--- config.mk ---
export PLATFORM = sky130hd
export DESIGN_NAME = ws_sta_ctrl_flat
export DESIGN_NICKNAME = d
export VERILOG_FILES = /design/src/rtl/ws_sta_ctrl_if.sv /design/src/rtl/ws_sta_ctrl.sv /design/src/flat_wrapper.sv
export SDC_FILE = /design/constraint.sdc
export NUM_CORES = 1
export LEC_CHECK = 0
export CORE_UTILIZATION = 30
export DETAILED_ROUTE_END_ITERATION = 16
export MAX_ROUTING_LAYER = met4
export PLACE_DENSITY = 0.56
export SYNTH_ARGS = -nofsm -noshare
export SYNTH_HDL_FRONTEND = slang
export SYNTH_SLANG_ARGS = --single-unit
--- constraint.sdc ---
create_clock -name clock -period 3.9 [get_ports clock]
set_input_delay 0.78 -clock clock [delete_from_list [all_inputs] [get_ports clock]]
set_output_delay 0.78 -clock clock [all_outputs]
set_load 0.01 [all_outputs]
--- src/rtl/ws_sta_ctrl_if.sv ---
// Handshake and array-control bundle between the weight-stationary sequencer and its neighbours.
// master = upstream/array side (drives b_valid/a_valid), slave = the sequencer.
interface ws_sta_ctrl_if;
    logic        b_valid;
    logic        b_ready;
    logic        a_valid;
    logic        a_ready;
    logic        array_propagate_b;
    logic        array_a_en;
    logic        array_zero_in;
    logic        c_valid;
    logic [15:0] c_index;

    modport master (
        output b_valid, a_valid,
        input  b_ready, a_ready, array_propagate_b, array_a_en, array_zero_in, c_valid, c_index
    );

    modport slave (
        input  b_valid, a_valid,
        output b_ready, a_ready, array_propagate_b, array_a_en, array_zero_in, c_valid, c_index
    );
endinterface

--- src/rtl/ws_sta_ctrl.sv ---
// Weight-stationary array sequencer: LOAD_B -> STREAM -> DRAIN -> DONE; perf counters under WS_CTRL_PERF_EN.
// outputC valid LAT cycles after each A accept; b/a ready only in LOAD_B/STREAM, counters hold while valid=0.
module ws_sta_ctrl #(
    parameter int ROWS = 32,
    parameter int COLS = 32,
    parameter int LAT  = ROWS + COLS - 1
) (
    input  logic        clock,
    input  logic        reset,
    input  logic        start,
    input  logic [15:0] cfg_num_rows,
    output logic        busy,
    output logic        done,
    ws_sta_ctrl_if.slave bus
`ifdef WS_CTRL_PERF_EN
    ,
    output logic [31:0] perf_cycles,
    output logic [31:0] perf_stalls
`endif
);

    typedef enum logic [2:0] {IDLE, LOAD_B, STREAM, DRAIN, DONE} stateT;

    localparam logic [15:0] LAST_BEAT = 16'(ROWS - 1);

    stateT             state;
    stateT             nextState;
    logic [15:0]       mRows;
    logic [15:0]       beatCnt;
    logic [15:0]       aCnt;
    logic [15:0]       cIdx;
    logic [LAT-1:0]    tagSr;
    logic              aAccept;
    logic              startAccept;

    assign startAccept = (state == IDLE) && start;
    assign aAccept     = (state == STREAM) && bus.a_valid;

    always_comb begin
        nextState             = state;
        bus.b_ready           = 1'b0;
        bus.a_ready           = 1'b0;
        bus.array_propagate_b = 1'b0;
        bus.array_a_en        = 1'b0;
        bus.array_zero_in     = 1'b0;
        case (state)
            IDLE: begin
                if (start) nextState = LOAD_B;
            end
            LOAD_B: begin
                bus.b_ready           = 1'b1;
                bus.array_propagate_b = bus.b_valid;
                if (bus.b_valid && beatCnt == LAST_BEAT)
                    nextState = (mRows == 16'd0) ? DONE : STREAM;
            end
            STREAM: begin
                bus.a_ready       = 1'b1;
                bus.array_a_en    = 1'b1;
                bus.array_zero_in = !bus.a_valid;
                if (bus.a_valid && aCnt == mRows - 16'd1) nextState = DRAIN;
            end
            DRAIN: begin
                // Keep clocking zeros through so in-flight rows reach outputC.
                bus.array_a_en    = 1'b1;
                bus.array_zero_in = 1'b1;
                if (bus.c_valid && cIdx == mRows - 16'd1) nextState = DONE;
            end
            DONE: begin
                nextState = IDLE;
            end
            default: nextState = IDLE;
        endcase
    end

    assign busy        = (state != IDLE);
    assign done        = (state == DONE);
    assign bus.c_valid = tagSr[LAT-1];
    assign bus.c_index = cIdx;

    always_ff @(posedge clock) begin
        if (reset) begin
            state   <= IDLE;
            mRows   <= 16'd0;
            beatCnt <= 16'd0;
            aCnt    <= 16'd0;
            cIdx    <= 16'd0;
            tagSr   <= '0;
        end else begin
            state <= nextState;
            tagSr <= (tagSr << 1) | LAT'(aAccept);
            if (startAccept) begin
                mRows   <= cfg_num_rows;
                beatCnt <= 16'd0;
                aCnt    <= 16'd0;
                cIdx    <= 16'd0;
            end else begin
                if (state == LOAD_B && bus.b_valid) beatCnt <= beatCnt + 16'd1;
                if (aAccept)                        aCnt    <= aCnt + 16'd1;
                if (bus.c_valid)                    cIdx    <= cIdx + 16'd1;
            end
        end
    end

`ifdef WS_CTRL_PERF_EN
    // The accepting IDLE cycle counts as cycle 1; values freeze once back in IDLE.
    always_ff @(posedge clock) begin
        if (reset) begin
            perf_cycles <= 32'd0;
            perf_stalls <= 32'd0;
        end else if (startAccept) begin
            perf_cycles <= 32'd1;
            perf_stalls <= 32'd0;
        end else if (state != IDLE) begin
            perf_cycles <= perf_cycles + 32'd1;
            if (state == STREAM && !bus.a_valid) perf_stalls <= perf_stalls + 32'd1;
        end
    end
`endif

endmodule
--- src/flat_wrapper.sv ---
// flat-port wrapper written by rule: the top's interface ports become plain ports
module ws_sta_ctrl_flat 
#(
    parameter int ROWS = 32,
    parameter int COLS = 32,
    parameter int LAT  = ROWS + COLS - 1
)
  (clock, reset, start, cfg_num_rows, busy, done, bus_b_valid, bus_a_valid, bus_b_ready, bus_a_ready, bus_array_propagate_b, bus_array_a_en, bus_array_zero_in, bus_c_valid, bus_c_index);
  ws_sta_ctrl_if bus_i ();
  input  logic clock;
  input  logic reset;
  input  logic start;
  input  logic [15:0] cfg_num_rows;
  output logic busy;
  output logic done;
  input wire logic [$bits(bus_i.b_valid)-1:0] bus_b_valid;
  input wire logic [$bits(bus_i.a_valid)-1:0] bus_a_valid;
  output wire logic [$bits(bus_i.b_ready)-1:0] bus_b_ready;
  output wire logic [$bits(bus_i.a_ready)-1:0] bus_a_ready;
  output wire logic [$bits(bus_i.array_propagate_b)-1:0] bus_array_propagate_b;
  output wire logic [$bits(bus_i.array_a_en)-1:0] bus_array_a_en;
  output wire logic [$bits(bus_i.array_zero_in)-1:0] bus_array_zero_in;
  output wire logic [$bits(bus_i.c_valid)-1:0] bus_c_valid;
  output wire logic [$bits(bus_i.c_index)-1:0] bus_c_index;
  assign bus_i.b_valid = bus_b_valid;
  assign bus_i.a_valid = bus_a_valid;
  assign bus_b_ready = bus_i.b_ready;
  assign bus_a_ready = bus_i.a_ready;
  assign bus_array_propagate_b = bus_i.array_propagate_b;
  assign bus_array_a_en = bus_i.array_a_en;
  assign bus_array_zero_in = bus_i.array_zero_in;
  assign bus_c_valid = bus_i.c_valid;
  assign bus_c_index = bus_i.c_index;
  ws_sta_ctrl #(.ROWS(ROWS), .COLS(COLS), .LAT(LAT)) u_core (.clock(clock), .reset(reset), .start(start), .cfg_num_rows(cfg_num_rows), .busy(busy), .done(done), .bus(bus_i));
endmodule
==> metrics.yaml <==
critPathArrivalTime_ns: 3.47
synth-edff-count: 0
wl_um: 12500
setup_viol: 0
synth-seq-cells: 130
finalClockSkew_ns: 0.00854
combPwrFrac: 0.210
placed_cell_area_sq_mm: 0.00611
gp_congestion: 0.841
start_kind: "flip-flop"
p_leak_nw: 2.45
io_buffers: 44
row_count: 49
ys_async_sr_fraction: 0
status: "complete, no violations"
ys_warn_count: 0
post_drt_wl_per_cell_um: 14.5
clkPwrFrac: 0.400
syn_area_per_cell_sq_um: 9.36
boundaryPins: 45
yosysTopAreaCellShare: 0.471
finalHoldViolCount: 0
synth.largest_area_cell: "dfxtp_1"
vias: 4067
syn_to_final_growth_pct: 20.5
path_max_fanout: 9
switchingPower_mw: 1.18
grt_max_degree: 53
layout_common_cells: "dfxtp_1 (130), nor2b_1 (66), nor2_1 (57), nand2_1 (53), xor2_1 (48)"
period_needed_ns: 3.13
seqPwrFrac: 0.390
grt_pass1_wl_um: 20400
dp_slack_ns: 0.780
crit_required_ns: 4.23
synth_area_leaders: "dfxtp_1 (47%), xor2_1 (7.6%), nor2b_1 (7.5%)"
drt-pass1-iter-count: 4
intPower_mw: 2.56
cts_buffers: 17
initial_core_util: 0.307
grt_usage: 0.147
powerDensity_mw_per_mm2: 561
drive_gt1_frac: 0.0784
die_h_um: 138
syn_inst: 591
path_clk_slew_ns: 0.06
gr-total-overflow: 0
dp_hpwl_um: 9080
drv_cap: 0
viasPerCell: 4.69
swShare: 0.315
postCtsHoldBufs: 0
synth-main-ff-cell: "dfxtp_1"
critPathCaptureType: "flip-flop"
fin_tns_setup_ns: 0
num_antenna_cells: 0
post-route-period-util: 0.803
ir_drop_v: 0.000350
finalWorstSetupSlack_ns: 0.768
min_path_type: "reg -> reg"
crit_start: "u_core.mRows[0]$_SDFFE_PP0P_"
drv_slew: 0
postCtsSetupBuffers: 0
remaining_drc_errors: 0
cp_slowest_cell: "or4_4"
hold_start: "u_core.tagSr[35]$_SDFF_PP0_"
first_global_vias: 4038
layout.nets: 651
clk_latency_ns: 0.42
cts_resized: 0
critPathKind: "reg -> reg"
worst_pin_slew_ns: 0.657
clockBufferDepth: 2
fmax_mhz: 319
seq_area_frac_synth: 0.471
final_area_sq_mm: 0.00666
mostFrequentLayoutCell: "dfxtp_1"
core_area_sq_mm: 0.0180
drtIter0Drc: 234
synthDistinctLibCells: 54
cts_root_buf: "clkbuf_16"
antenna_found_initial: 0
synth.net_count: 617
syn_area_sq_mm: 0.00553
slew_headroom: 0.561
die_w_um: 138
htree_num_levels: 4
cts_tree: "done"
postRouteAntennaNets: 0
crit_path_max_incr_delay_ns: 0.56
path_cells: "inv_1, ha_1, or3b_4, nor4_1, xnor2_1, xor2_1, nand4_1, or4_4, a21oi_2, nor4b_4"
rsz0062_at_grt: "no"
holdWs_ns: 0.432
reg2reg_from: "u_core.mRows[0]$_SDFFE_PP0P_"
die_area_sq_mm: 0.0190
cts_sinks: 130
path summary, 6_finish.rpt:
| path | cells past startpoint | slack [ns] | endpoint |
|---|---|---|---|
| worst min-delay path | 1 | 0.43 | u_core.tagSr[36]$_SDFF_PP0_ |
| worst min register to register | 1 | 0.43 | u_core.tagSr[36]$_SDFF_PP0_ |
| worst max register to register | 10 | 0.77 | u_core.state[2]$_SDFFE_PP0P_ |
| worst max-delay path | 10 | 0.77 | u_core.state[2]$_SDFFE_PP0P_ |
power by group through the flow:
stage	Clock (mW)	Sequential, mW	Combinational, mW
finish	1.49	1.46	0.786
global route	1.60	1.47	0.871
CTS	1.54	1.46	0.796
detailed placement	0	1.49	0.790
global placement	0	1.48	0.787
floorplan	0	1.42	0.659
state kept, by name (all words and copies together), names as in the netlist:
signal / flops
u_core.beatCnt: 16
u_core.state: 3
u_core.bus.c_index: 16
u_core.mRows: 16
u_core.tagSr: 63
u_core.aCnt: 16
routing by layer:
layer  wire length [um]  up-vias  GRT usage  share of wire
li1                   -     2039          -              -
met1               5630     1942      0.170           0.45
met2               6130       71      0.233           0.49
met3                540       15     0.0504          0.043
met4                238        0     0.0543          0.019
met5                  0        -          -              0
cell families after synthesis:
kind of cell             synth area share
AND/OR/NAND/NOR                     0.276
flip-flops                          0.471
XOR/XNOR                            0.140
AO/OA/AOI/OAI                      0.0600
buffers and inverters              0.0366
adder cells (fa/ha/maj)            0.0113
multiplexers                      0.00543
area by class of cell:
class | instances | area [sq um]
inverters | 11 | 41.3
flip-flops and latches | 130 | 2600
well taps | 229 | 287
clock buffers | 19 | 443
repair buffers | 46 | 450
multi-input cells | 419 | 2730
fillers | 1831 | 11400
clock inverters | 13 | 115
cells in the mapped netlist (all sizes together) (2+ instances only):
master	number
buf	13
nor2b	66
and3	12
nor2	58
nand2b	4
or3	5
dfxtp	130
clkbuf	18
o21ai	9
mux2i	3
nor4b	2
nor3b	3
and2	5
o221ai	2
inv	11
or4	4
xnor2	35
nor4	8
ha	5
xor2	48
and4	5
nor3	9
nand4	16
nand2	53
nand3	23
a31oi	3
a21oi	26
through the flow:
stage,power [mW],std cells,util
after floorplan,2.08,591,-
after global placement,2.27,835,0.339
after detailed placement,2.28,835,0.339
after CTS,3.80,867,0.370
after global routing,3.94,867,0.370
final,3.74,867,0.370
worst max-delay path, delay by kind of cell, from the launching register on:
| kind | cells | cell delay [ns] |
|---|---|---|
| and+or+nand+nor | 5 | 1.65 |
| DFF | 1 | 0.37 |
| adders and majority gates | 1 | 0.33 |
| buffers and inverters | 1 | 0.11 |
| xor gates and xnor gates | 2 | 0.42 |
| AOI/OAI and AO/OA | 1 | 0.17 |
Note: power is estimated with default switching activity, not from simulation.
